File: config.mk
export PLATFORM = sky130hd
export DESIGN_NAME = e1of2_sync_receiver
export DESIGN_NICKNAME = d
export VERILOG_FILES = /design/src/rtl/e1of2_rx_pkg.sv /design/src/rtl/e1of2_sync_receiver_fifo.sv /design/src/rtl/e1of2_sync_receiver.sv
export SDC_FILE = /design/constraint.sdc
export NUM_CORES = 1
export LEC_CHECK = 0
export ABC_AREA = 1
export CORE_MARGIN = 2
export CORE_UTILIZATION = 55
export DETAILED_ROUTE_END_ITERATION = 12
export GPL_TIMING_DRIVEN = 0
export PLACE_DENSITY = 0.87
export SYNTH_ARGS = -nofsm -noshare
export SYNTH_HDL_FRONTEND = slang
export SYNTH_SLANG_ARGS = --single-unit
File: constraint.sdc
create_clock -name CLK -period 4.1 [get_ports CLK]
set_input_delay 0.41 -clock CLK [delete_from_list [all_inputs] [get_ports CLK]]
set_output_delay 0.41 -clock CLK [all_outputs]
set_load 0.01 [all_outputs]
File: src/rtl/e1of2_rx_pkg.sv
// e1of2_rx_pkg: shared types and helpers for the e1of2 synchronous receiver.
//  - rx_state_e   : handshake FSM states
//  - dr_digit_t   : one dual-rail digit {rail1, rail0}
//  - rail0_idx/rail1_idx : position of each rail of digit i in the flat rail bus
//  - dr_decode / dr_valid / dr_illegal : per-digit decode and classification
package e1of2_rx_pkg;

  localparam int DEF_M = 11;

  typedef enum logic [1:0] {
    RST_NEUTRAL  = 2'd0,
    IDLE         = 2'd1,
    WAIT_NEUTRAL = 2'd2
  } rx_state_e;

  typedef struct packed {
    logic r1;
    logic r0;
  } dr_digit_t;

  function automatic int rail0_idx(input int i);
    return 2 * i;
  endfunction

  function automatic int rail1_idx(input int i);
    return 2 * i + 1;
  endfunction

  // Data value of a digit is its rail1; an illegal digit therefore decodes as 1.
  function automatic logic dr_decode(input dr_digit_t d);
    return d.r1;
  endfunction

  // Digit carries data (legal or not).
  function automatic logic dr_valid(input dr_digit_t d);
    return d.r1 | d.r0;
  endfunction

  function automatic logic dr_illegal(input dr_digit_t d);
    return d.r1 & d.r0;
  endfunction

endpackage

File: src/rtl/e1of2_sync_receiver_fifo.sv
// sync_fifo: single-clock FIFO with registered head.
//  clk, rst      : clock, asynchronous active-high reset
//  push/push_data: write when !full
//  pop           : consume head when !empty
//  full, empty   : status
//  count         : occupancy, 0..DEPTH
//  head_data     : current head word; stable until popped (storage is flops)
module sync_fifo #(
  parameter int W     = 8,
  parameter int DEPTH = 4
) (
  input  logic                     clk,
  input  logic                     rst,
  input  logic                     push,
  input  logic [W-1:0]             push_data,
  input  logic                     pop,
  output logic                     full,
  output logic                     empty,
  output logic [$clog2(DEPTH):0]   count,
  output logic [W-1:0]             head_data
);
  localparam int AW = $clog2(DEPTH);

  logic [DEPTH-1:0][W-1:0] mem_q, mem_d;
  logic [AW-1:0]           wr_q, wr_d, rd_q, rd_d;
  logic [AW:0]             cnt_q, cnt_d;
  logic                    do_push, do_pop;

  assign full      = (cnt_q == (AW+1)'(DEPTH));
  assign empty     = (cnt_q == '0);
  assign count     = cnt_q;
  assign head_data = mem_q[rd_q];

  // Guards are redundant with the caller but keep the pointers sane regardless.
  assign do_push = push & ~full;
  assign do_pop  = pop & ~empty;

  always_comb begin
    mem_d = mem_q;
    wr_d  = wr_q;
    rd_d  = rd_q;
    cnt_d = cnt_q;
    if (do_push) begin
      mem_d[wr_q] = push_data;
      wr_d        = wr_q + AW'(1);
    end
    if (do_pop) rd_d = rd_q + AW'(1);
    case ({do_push, do_pop})
      2'b10:   cnt_d = cnt_q + (AW+1)'(1);
      2'b01:   cnt_d = cnt_q - (AW+1)'(1);
      default: cnt_d = cnt_q;
    endcase
  end

  always_ff @(posedge clk or posedge rst) begin
    if (rst) begin
      mem_q <= '0;
      wr_q  <= '0;
      rd_q  <= '0;
      cnt_q <= '0;
    end else begin
      mem_q <= mem_d;
      wr_q  <= wr_d;
      rd_q  <= rd_d;
      cnt_q <= cnt_d;
    end
  end

endmodule

File: src/rtl/e1of2_sync_receiver.sv
// e1of2_sync_receiver: clocked receiver for a 4-phase dual-rail (1-of-2 per digit)
// channel. Synchronizes the rails, detects complete/neutral tokens, drives the
// enable back to the sender and queues each decoded token on a valid/ready stream.
//  CLK, RESET  : clock, asynchronous active-high reset
//  in_d        : rails, in_d[2i]=digit i rail0, in_d[2i+1]=digit i rail1
//  in_e        : enable to sender (1 = send data, 0 = return to neutral)
//  out_valid/out_ready/out_data : output stream, out_data bit i = rail1 of digit i
//  fifo_count  : output FIFO occupancy
//  err_illegal : sticky, a captured digit had both rails high
//  err_timeout : sticky, a partial token persisted TIMEOUT cycles while idle
module e1of2_sync_receiver
  import e1of2_rx_pkg::*;
#(
  parameter int M       = DEF_M,
  parameter int DEPTH   = 4,
  parameter int SYNC    = 2,
  parameter int TIMEOUT = 255
) (
  input  logic                   CLK,
  input  logic                   RESET,
  input  logic [2*M-1:0]         in_d,
  output logic                   in_e,
  output logic                   out_valid,
  input  logic                   out_ready,
  output logic [M-1:0]           out_data,
  output logic [$clog2(DEPTH):0] fifo_count,
  output logic                   err_illegal,
  output logic                   err_timeout
);
  localparam int TW = $clog2(TIMEOUT + 1);
  localparam logic [TW-1:0] TO_MAX = TW'(TIMEOUT);

  // ---- synchronizers -------------------------------------------------------
  logic [SYNC-1:0][2*M-1:0] sync_q, sync_d;
  // Marks how far the sync chain has refilled since reset. The reset value of
  // the chain reads as neutral, so neutrality is only believed once real rail
  // samples reach the last stage.
  logic [SYNC-1:0]          vld_pipe_q, vld_pipe_d;
  logic [2*M-1:0]           rails;
  logic                     sync_valid;

  always_comb begin
    sync_d     = {sync_q[SYNC-2:0], in_d};
    vld_pipe_d = {vld_pipe_q[SYNC-2:0], 1'b1};
  end

  assign rails      = sync_q[SYNC-1];
  assign sync_valid = vld_pipe_q[SYNC-1];

  // ---- per-digit detect / decode -------------------------------------------
  logic [M-1:0] word, dig_valid, dig_illegal;

  for (genvar g = 0; g < M; g++) begin : g_digit
    dr_digit_t dig;
    assign dig.r1         = rails[rail1_idx(g)];
    assign dig.r0         = rails[rail0_idx(g)];
    assign word[g]        = dr_decode(dig);
    assign dig_valid[g]   = dr_valid(dig);
    assign dig_illegal[g] = dr_illegal(dig);
  end

  logic complete, neutral, illegal;
  assign complete = &dig_valid;
  assign neutral  = ~|rails;
  assign illegal  = |dig_illegal;

  // ---- FSM, timeout, error flags -------------------------------------------
  rx_state_e       state_q, state_d;
  logic [TW-1:0]   to_cnt_q, to_cnt_d;
  logic            err_ill_q, err_ill_d;
  logic            err_to_q, err_to_d;
  logic            push, fifo_full, fifo_empty, pop;

  always_comb begin
    state_d   = state_q;
    push      = 1'b0;
    err_ill_d = err_ill_q;
    case (state_q)
      RST_NEUTRAL: if (sync_valid && neutral) state_d = IDLE;
      IDLE: begin
        // With the FIFO full the sender simply keeps holding the token.
        if (complete && !fifo_full) begin
          push    = 1'b1;
          state_d = WAIT_NEUTRAL;
          if (illegal) err_ill_d = 1'b1;
        end
      end
      WAIT_NEUTRAL: if (neutral) state_d = IDLE;
      default: state_d = RST_NEUTRAL;
    endcase
  end

  // Watchdog on partial tokens: only meaningful while waiting for data.
  always_comb begin
    to_cnt_d = '0;
    err_to_d = err_to_q;
    if (state_q == IDLE && !neutral && !complete)
      to_cnt_d = (to_cnt_q == TO_MAX) ? to_cnt_q : to_cnt_q + TW'(1);
    if (to_cnt_d == TO_MAX) err_to_d = 1'b1;
  end

  always_ff @(posedge CLK or posedge RESET) begin
    if (RESET) begin
      sync_q     <= '0;
      vld_pipe_q <= '0;
      state_q    <= RST_NEUTRAL;
      to_cnt_q   <= '0;
      err_ill_q  <= 1'b0;
      err_to_q   <= 1'b0;
    end else begin
      sync_q     <= sync_d;
      vld_pipe_q <= vld_pipe_d;
      state_q    <= state_d;
      to_cnt_q   <= to_cnt_d;
      err_ill_q  <= err_ill_d;
      err_to_q   <= err_to_d;
    end
  end

  assign in_e        = (state_q == IDLE);
  assign err_illegal = err_ill_q;
  assign err_timeout = err_to_q;

  // ---- output FIFO ---------------------------------------------------------
  assign out_valid = ~fifo_empty;
  assign pop       = out_valid & out_ready;

  sync_fifo #(
    .W     (M),
    .DEPTH (DEPTH)
  ) u_fifo (
    .clk       (CLK),
    .rst       (RESET),
    .push      (push),
    .push_data (word),
    .pop       (pop),
    .full      (fifo_full),
    .empty     (fifo_empty),
    .count     (fifo_count),
    .head_data (out_data)
  );

endmodule

Word level (Yosys, flattened, before mapping) --
Cells that the tools add are included. Widths: inputs -> output; s select.
Operators by class: mux-type cells 14, magnitude comparators 3, bitwise operators 27, eq/ne operators 10, reductions and logical operators 16, $add $sub $neg 5
Operator list (count):
- $bwmux 44 | 1
- $bmux 11 s2 | 1
- $demux 11 s2 | 1
- $mux 11 | 2
- $reduce_or 22->1 | 1
- $eq 8x8->1 const B | 2
- $mux 8 | 2
- $and 1x1->1 | 14
- $or 1x1->1 | 11
- $reduce_and 11->1 | 1
- $reduce_or 11->1 | 1
- $add 8x1->8 const B | 1
- $lt 2x3->1 const B | 2
- $mux 2 | 3
- $pmux 2 s3 | 1
- $pmux 3 s2 | 1
- $reduce_and 3->1 | 2
- $logic_and 1x1->1 | 5
- $add 2x1->2 const B | 2
- $eq 2x1->1 const B | 2
- $eq 2x2->1 const B | 2
- $ne 2x2->1 const B | 2
- $add 3x1->3 const B | 1
- $eq 3x3->1 const B | 1
- 9 further kinds | 13
Word-level totals: output and inout port bits 18, word-level logic and storage cells 89, bits in registers 109, bits of input ports 25

Longest topological paths before layout --
Gate-level depths: netlist (run 1).
depth in word-level cells 8, mapped depth 13, mapped depth without buffers 13

Modules after synthesis --
From an unflattened synthesis (run 1), not the netlist that was laid out.
Unflattened totals: cells, all modules 526, area, all modules 4684.5 um2
Modules (own cells, without submodules):
- sync_fifo | instances 1, cells an instance 327, seq. area each 1276.2 um2, area each 2601.2 um2
- e1of2_sync_receiver | instances 1, cells an instance 199, seq. area each 1451.4 um2, area each 2083.2 um2

Least setup slack after synthesis (run 1) --
Ideal clock, no wire load.
path kind register to register, start register state_q[1], end register u_fifo.cnt_q[1] (netlist: u_fifo.count[1]), required time 4017 ps, arrival time 1896 ps, cell stages (with the launch flop) 9, path slack 2122 ps, buffers on the path 0, clock period less this slack 1978 ps, setup time 83 ps, cell sequence dfrtp_1 -> nor2_1 -> inv_2 -> nor2_8 -> inv_1 -> ha_1 -> inv_1 -> fa_1 -> o21ai_0
On the way: cells in the longest elaborated chain, start to end 5, elaborated cells on any way between the ends 7, classes of those cells eq/ne: 3; mux: 2; bitwise: 1; reduce/logical: 1
RTL lines:
- start: declaration | RTL line e1of2_sync_receiver.sv:68 | rx_state_e state_q, state_d;
- start signal: assignment | RTL line e1of2_sync_receiver.sv:113 | state_q <= state_d;
- $eq 2x1->1 (*)
- net in_e | RTL line e1of2_sync_receiver.sv:22 | output logic in_e,
- $mux 1 (*) | RTL line e1of2_sync_receiver.sv:78 | case (state_q)
- $and 1x1->1 (*) | RTL line e1of2_sync_receiver_fifo.sv:35 | assign do_push = push & ~full;
- $eq 2x1->1 / $eq 2x2->1 (equally long branches) | RTL line e1of2_sync_receiver_fifo.sv:48 | case ({do_push, do_pop})
- $pmux 3 s2 / $reduce_bool 2->1 (equally long branches)
- end signal: assignment | RTL line e1of2_sync_receiver_fifo.sv:65 | cnt_q <= cnt_d;
- end: declaration | RTL line e1of2_sync_receiver_fifo.sv:26 | logic [AW:0] cnt_q, cnt_d;
Mark *: on every way through the listed nets, which the timed path passes. The rest lies on a longest branch. A chain may end at the register's enable or synchronous reset.

Worst setup path in the final report (run 1) --
start register u_fifo.rd_q[0], end output port out_data[8]
On the way: cells in the longest elaborated chain, start to end 2
RTL lines:
- start: declaration | RTL line e1of2_sync_receiver_fifo.sv:25 | logic [AW-1:0] wr_q, wr_d, rd_q, rd_d;
- start signal: assignment | RTL line e1of2_sync_receiver_fifo.sv:64 | rd_q <= rd_d;
- $bmux 11 s2 | RTL line e1of2_sync_receiver_fifo.sv:32 | assign head_data = mem_q[rd_q];
- $mux 11 (not written as such) | RTL line e1of2_sync_receiver_fifo.sv:32
- end: declaration | RTL line e1of2_sync_receiver.sv:25 | output logic [M-1:0] out_data,
Every way passes these cells. The select of a mux whose other input is x is not followed.

==> impl_results.md, run 1 <==
- Status: finished clean
- Worst path max stage delay: 0.58 ns
- Synth Area per Inst: 9.981 µm²
- Vias: 3206
- Sink Count: 109
- GPL Wtd Cong: 0.8723
- Share of layout cells above drive strength 1: 11.11%
- Worst path depth: 5
- Total wire length: 8776 µm
- ANT nets after route: 0
- Largest net degree at the start of global routing: 65
- Max Slew Vio Count: 0
- Main area contributors after synthesis: dfrtp_1 61%, nand2_1 7.5%, nor2_1 4.2%, o21ai_1 3.9%, o21ai_0 3.3%
- # setup viols final: 0
- Compound-Gate Fraction of Synth Area: 12.03%
- Seq/Total Area, Yosys: 61.41%
- First-pass GRT wire length: 14690 µm
- Root Buffer: clkbuf_8
- Number of gates resized after cts: 0
- Design Power: 2.469 mW
- Skew final: 0.01203 ns
- CP arrival: 2.34 ns
- Initial antenna violation count: 0
- Slew @ Worst Pin: 0.7633 ns
- Xor-xnor portion of the synthesized cell area: 1.380%
- Number of I/O port buffers: 42
- H-tree depth: 3
- Crit end category: output pin
- Clock transition at the registers of the reported paths: 0.11 ns
- Crit Path Category: register to output pin
- Drt via density: 5.290
- Worst path top cell family by delay: buffers and inverters
- Worst path cell trace: inv_1 -> clkbuf_1 -> nor2_1 -> o22ai_1 -> clkdlybuf4s50_1
- Yosys top cell area share: 61.41%
- Worst r2r path cells: 13
- Cell taking the most area after synthesis: dfrtp_1
- Vias in the first global route: 3112
- Startpoint Class: register
- Multi-input gate area: 1429 µm²
- Worst-Skew Late Latency: 0.39 ns
- Post-synthesis adder-cell area fraction: 2.141%
- Register Area: 2728 µm²
- Worst Hold Class: register to register
- Remaining global-route overflow: 0
- DR iter-0 viols: 166
- CTS Hold Bufs: 0
- P&R area growth vs syn: 17.32%
- Die W: 93.87 µm
- Worst relative slew slack: 49.11%
- Ports: 43
- GRT Util Overall: 22.16%
- Area of the mapped netlist: 4442 µm²
- Post-route setup TNS: 0 ns
- Largest family of logic cells by synthesized area: simple AND/OR/NAND/NOR gates
- Cell count after synthesis: 445
- Final worst-path cycle share: 67.04%
- FP Rows: 32
- Clk buf depth: 2
- Die Y: 93.87 µm
- CTS buffer count: 9
- DPL Wire Length: 6069 µm
- CP bufs+invs: 3
- N_diodes: 0
- Required @ worst endpoint: 3.69 ns
- Mux contribution to synthesized area: 0%
- Final hold viol count: 0
- WL per Instance: 14.48 µm
- Detailed-route DRC error count: 0
- Final worst path period need: 2.748 ns
- Yosys cell types: 29
- Register bit total from synthesis: 109
- Die ar.: 8811 µm²
- Slowest cell on crit path: clkdlybuf4s50_1
- RSZ-0062 raised after global routing: false
- Max-cap violations: 0
- Power Density: 473.8 nW/µm²
- Fillcell total: 597
- Worst Setup EP: out_data[8]
- Core area: 7767 µm²
- Detailed Routing Iterations Pass 1: 5
- Post-synthesis simple-gate area fraction: 16.54%
- Fmax: 0.3638 GHz
- Initial core utilization: 57.18%
- VDD IR max: 0.3195 mV
- CP Max Fanout: 10
- Synthesis Warnings: 0
- Syn nets: 477
- CTS tree: built
- Final nets: 531
- R2r setup slk: 1.90 ns
- Capturing point of the worst reg2reg path: u_fifo.count[2]$_DFFE_PP0P_
- R2R Path Start: rails[13]$_DFF_PP0_
- Critical Path Start: u_fifo.rd_q[0]$_DFFE_PP0P_
- Lkg Pwr: 2.492 nW
- Post-CTS Setup Inserts: 0
[how the worst min path moves through the flow]
stage                       startpoint  slack (ns)  depth (start not counted)                       to
6_report          sync_d[35]$_DFF_PP0_        0.36                          0      rails[13]$_DFF_PP0_
5_1_grt           sync_d[25]$_DFF_PP0_        0.36                          0       rails[3]$_DFF_PP0_
4_1_cts           sync_d[33]$_DFF_PP0_        0.36                          0      rails[11]$_DFF_PP0_
3_5_place_dp      sync_d[33]$_DFF_PP0_        0.33                          0      rails[11]$_DFF_PP0_
3_3_place_gp   vld_pipe_q[0]$_DFF_PP0_        0.33                          0  vld_pipe_q[1]$_DFF_PP0_
2_1_floorplan     sync_d[22]$_DFF_PP0_        0.33                          0       rails[0]$_DFF_PP0_
[layer usage]
metal / wire [µm] / track usage, % / vias up
met5: 0 / 0 / -
met4: 169 / 8.213 / 0
met3: 599 / 4.655 / 14
met2: 4513 / 38.45 / 123
met1: 3493 / 27.28 / 1527
li1: - / - / 1542
[synth_stat cells]
library cell    n
dfrtp_1       109
nand2_1        89
nor2_1         50
inv_1          35
o21ai_1        35
o21ai_0        29
nand3_1        13
o22ai_1        12
inv_2          10
o21ai_2         9
buf_6           8
a21oi_1         7
clkbuf_1        6
ha_1            6
xor2_1          5
nand2_4         4
nor2_4          3
nor3_1          3
xnor2_1         2
a21o_2          1
a221oi_1        1
clkinv_1        1
conb_1          1
fa_1            1
nand2_2         1
nand4_1         1
nand4_4         1
nor2_8          1
o211ai_1        1
[cell usage in the layout, fill, tap and decap left out]
cell / count
a21oi_1: 7
nor2_8: 1
xnor2_1: 2
clkbuf_1: 6
ha_1: 6
nand4_1: 1
o22ai_1: 12
dfrtp_1: 109
o21ai_2: 9
clkinv_8: 1
nand4_4: 1
conb_1: 1
clkbuf_8: 9
buf_6: 8
o211ai_1: 1
nand2_4: 4
nor2_4: 3
inv_1: 34
a221oi_1: 1
nor2_1: 50
inv_4: 1
clkdlybuf4s50_1: 42
o21ai_1: 35
buf_12: 1
a21o_2: 1
nand3_1: 13
o21ai_0: 29
clkinv_1: 1
inv_2: 10
nand2_2: 1
nand2_1: 89
inv_8: 4
xor2_1: 5
nor3_1: 3
clkinv_4: 1
fa_1: 1
clkinv_2: 1
[worst register-to-register path, cell delays in order, from the launching register on]
cell     delay, ns
dfrtp_1       0.44
nor2_1        0.18
inv_1         0.06
nand2_1       0.11
nor2_4        0.05
nand4_4       0.10
nor2_8        0.08
inv_1         0.09
ha_1          0.14
inv_1         0.07
fa_1          0.38
a21oi_1       0.14
o21ai_0       0.10
xor2_1        0.16
[flip-flops by register name, summed over array words and instances (netlist names)]
name          cells
err_illegal       1
err_timeout       1
rails            22
state_q           2
sync_d           22
to_cnt_q          8
u_fifo.count      3
u_fifo.mem_q     44
u_fifo.rd_q       2
u_fifo.wr_q       2
vld_pipe_q        2
[through the flow]
step	setup slack, ns	instances	utilization (%)	instance area [µm²]	hold WS [ns]
after floorplan	0.8161	445	-	4442	0.3312
after global placement	-0.4375	589	64.24	4990	0.3344
after detailed placement	1.799	590	64.53	5012	0.3347
after CTS	1.355	606	67.09	5211	0.3577
after global routing	1.256	606	67.09	5211	0.3637
final	1.352	606	67.09	5211	0.3569
[final cells by class]
cell class | count | share of cell area, %
Inverter | 46 | 3.361
Clock buffer | 9 | 2.377
Buffer | 14 | 2.161
Multi-Input combinational cell | 276 | 27.42
Timing Repair Buffer | 43 | 8.451
Clock inverter | 7 | 1.441
Tap cell | 102 | 2.449
Sequential cell | 109 | 52.34
[power breakdown]
group	total (mW)	internal, mW	leakage, nW	switching (mW)
Clock	0.639	0.243	0.104	0.396
Combinational	0.671	0.304	0.983	0.367
Sequential	1.16	1.12	1.41	0.0356
[kinds of logic (layout without fill, tap and decap cells)]
| family | after synthesis | count (layout) |
|---|---|---|
| flip-flops | 109 | 109 |
| adder cells (fa/ha/maj) | 7 | 7 |
| AND/OR/NAND/NOR | 166 | 166 |
| AO/OA/AOI/OAI | 95 | 95 |
| other | 1 | 1 |
| buffers and inverters | 60 | 119 |
| XOR/XNOR | 7 | 7 |
Power figures use the tool's default switching activity.
==> inputs of run 2 (changes only) <==
--- a/config.mk
+++ b/config.mk
@@ -7,10 +7,10 @@
 export LEC_CHECK = 0
 export ABC_AREA = 1
 export CORE_MARGIN = 2
-export CORE_UTILIZATION = 55
+export CORE_UTILIZATION = 51
 export DETAILED_ROUTE_END_ITERATION = 12
 export GPL_TIMING_DRIVEN = 0
-export PLACE_DENSITY = 0.87
+export PLACE_DENSITY = 0.85
 export SYNTH_ARGS = -nofsm -noshare
 export SYNTH_HDL_FRONTEND = slang
 export SYNTH_SLANG_ARGS = --single-unit
==> constraint.sdc (replaced) <==
create_clock -name CLK -period 2.4 [get_ports CLK]
set_input_delay 0.24 -clock CLK [delete_from_list [all_inputs] [get_ports CLK]]
set_output_delay 0.24 -clock CLK [all_outputs]
set_load 0.01 [all_outputs]
==> run 2 against run 1 <==
Against the previous run:
- final area grew 1.4%
- clock skew shrank 0.0030 ns
- sequential cell count is the same
- worst setup slack lost 1.2 ns
- sequential share of layout area shrank 0.73 points
- total power grew 74%
- register-to-register slack lost 1.7 ns
- sequential power grew 71%
- critical path type unchanged
==> impl_results.md, run 2 (same netlist as run 1, synthesis figures left out) <==
- Die W: 97.33 µm (+3.7%)
- # setup viols final: 0 (unchanged)
- First-pass GRT wire length: 14630 µm (-0.42%)
- ANT nets after route: 0 (unchanged)
- Skew final: 0.009081 ns (-0.002950 ns)
- Power Density: 812.4 nW/µm² (+71%)
- Die ar.: 9472 µm² (+7.5%)
- VDD IR max: 0.5053 mV (+58%)
- CP arrival: 2.02 ns (-0.32 ns)
- Worst relative slew slack: 66.56% (+17 points)
- CP Max Fanout: 10 (unchanged)
- Required @ worst endpoint: 2.16 ns (-1.53 ns)
- Total wire length: 8656 µm (-1.4%)
- Max FFs per register: 44 (unchanged)
- Final hold viol count: 0 (unchanged)
- Number of I/O port buffers: 42 (unchanged)
- GPL Wtd Cong: 0.8253 (-5.4%)
- Top reg by flops: u_fifo.mem_q
- N_diodes: 0 (unchanged)
- Final nets: 533 (+0.38%)
- Crit Path Category: register to output pin
- Fillcell total: 671 (+12%)
- Vias in the first global route: 3097 (-0.48%)
- Die Y: 97.33 µm (+3.7%)
- Clock transition at the registers of the reported paths: 0.10 ns (about the same)
- CTS tree: built
- Clk buf depth: 2 (unchanged)
- RSZ-0062 raised after global routing: false
- Share of layout cells above drive strength 1: 12.65% (+1.5 points)
- Vias: 3204 (-0.062%)
- Crit end category: output pin
- Initial antenna violation count: 0 (unchanged)
- Detailed-route DRC error count: 0 (unchanged)
- Slew @ Worst Pin: 0.5006 ns (-0.2627 ns)
- Worst-Skew Late Latency: 0.36 ns (-0.03 ns)
- Largest net degree at the start of global routing: 32 (-51%)
- Post-DP Area: 5061 µm² (+0.97%)
- Max Slew Vio Count: 0 (unchanged)
- Core area: 8593 µm² (+11%)
- Ports: 43 (unchanged)
- FP Rows: 34 (+6.3%)
- Commonest non-fill, non-tap cell in the layout: dfrtp_1
- Detailed Routing Iterations Pass 1: 5 (unchanged)
- Post-route setup TNS: 0 ns (unchanged)
- Post-CTS Setup Inserts: 0 (unchanged)
- Lkg Pwr: 2.557 nW (+2.6%)
- Design Power: 4.293 mW (+74%)
- Worst hold slack: 0.2398 ns (-0.1171 ns)
- DPL Wire Length: 6042 µm (-0.45%)
- Max-cap violations: 0 (unchanged)
- Startpoint Class: register
- Root Buffer: clkbuf_8
- Remaining global-route overflow: 0 (unchanged)
- Sink Count: 109 (unchanged)
- DR iter-0 viols: 220 (+33%)
- Final worst-path cycle share: 94.02%
- Most frequent cells in the layout: 109 x dfrtp_1, 89 x nand2_1, 50 x nor2_1
- Final instance area: 5285 µm² (+1.4%)
- Status: finished clean
- Fmax: 0.4432 GHz
- H-tree depth: 3 (unchanged)
- GRT Util Overall: 19.39% (-2.8 points)
- CTS buffer count: 9 (unchanged)
- Initial core utilization: 51.69% (-5.5 points)
- Worst Hold Class: input port to async pin
- P&R area growth vs syn: 18.99%
- Drt via density: 5.218 (-1.4%)
- Final worst path period need: 2.256 ns
- WL per Instance: 14.10 µm (-2.7%)
-- run 2: changes by cell type in the layout (fill, tap and decap cells not counted), sizes merged --
cell           change
inv                -2
buf                +2
dlymetal6s2s       +2
clkinvlp           +1
bufinv             +1
clkdlybuf4s50      -2
-- run 2: per-layer routing --
metal	GRT usage, %	share of wire, %	vias up	routed length (µm)
met5	0	0	-	0
met4	7.479	1.5	0	128
met3	3.237	5.7	9	492
met2	32.75	52	112	4498
met1	25.33	41	1539	3537
li1	-	-	1544	-
-- run 2: report_power, final --
group          leakage [nW]  internal [mW]  switching (mW)
sequential             1.41           1.92          0.0612
clock                 0.107          0.499           0.630
combinational          1.04          0.543           0.640
-- run 2: worst max-delay path: stages (launching register included) --
cell	delay [ns]
dfrtp_1	0.44
inv_1	0.15
clkbuf_4	0.25
nor2_1	0.06
o22ai_1	0.19
clkdlybuf4s50_1	0.56
-- run 2: repair_timing --
item / 4_1_cts / 5_1_grt
pin swaps: 0 / 1
gates resized for setup: 6 / 6
setup endpoints to repair: 11 / 10
hold buffers: 0 / 0
hold endpoints to repair: 0 / 0
-- run 2: path summary, 6_finish.rpt --
check                                                 from                            to  slack (ns)  cells past startpoint
worst min register to register        sync_d[41]$_DFF_PP0_           rails[19]$_DFF_PP0_        0.36                      0
worst max register to register         rails[13]$_DFF_PP0_   u_fifo.count[2]$_DFFE_PP0P_        0.22                     13
worst min-delay path                                 RESET          sync_d[36]$_DFF_PP0_        0.24                      2
min in group CLK                                   in_d[4]          sync_d[26]$_DFF_PP0_        0.30                      1
worst max-delay path            u_fifo.rd_q[0]$_DFFE_PP0P_                   out_data[7]        0.14                      5
max in group asynchronous                            RESET  u_fifo.mem_q[23]$_DFFE_PP0P_        1.22                      5
-- run 2: layout make-up --
class	count	area (µm²)	area share, %
inverter	46	176.4	3.338
sequential	109	2728	51.61
buffer	14	125.1	2.367
tap	108	135.1	2.557
clock buffer	9	123.9	2.344
clock inverter	7	82.58	1.562
timing repair buffer	45	485.5	9.186
multi-input combinational	276	1429	27.04
-- run 2: stage by stage --
stage	util, %	setup WS [ns]	std cells
CTS	61.39	0.02864	614
finish	61.50	0.1436	614
global route	61.50	0.02213	614
global placement	58.20	-0.05306	595
floorplan	-	0.4216	445
detailed placement	58.90	0.2357	598
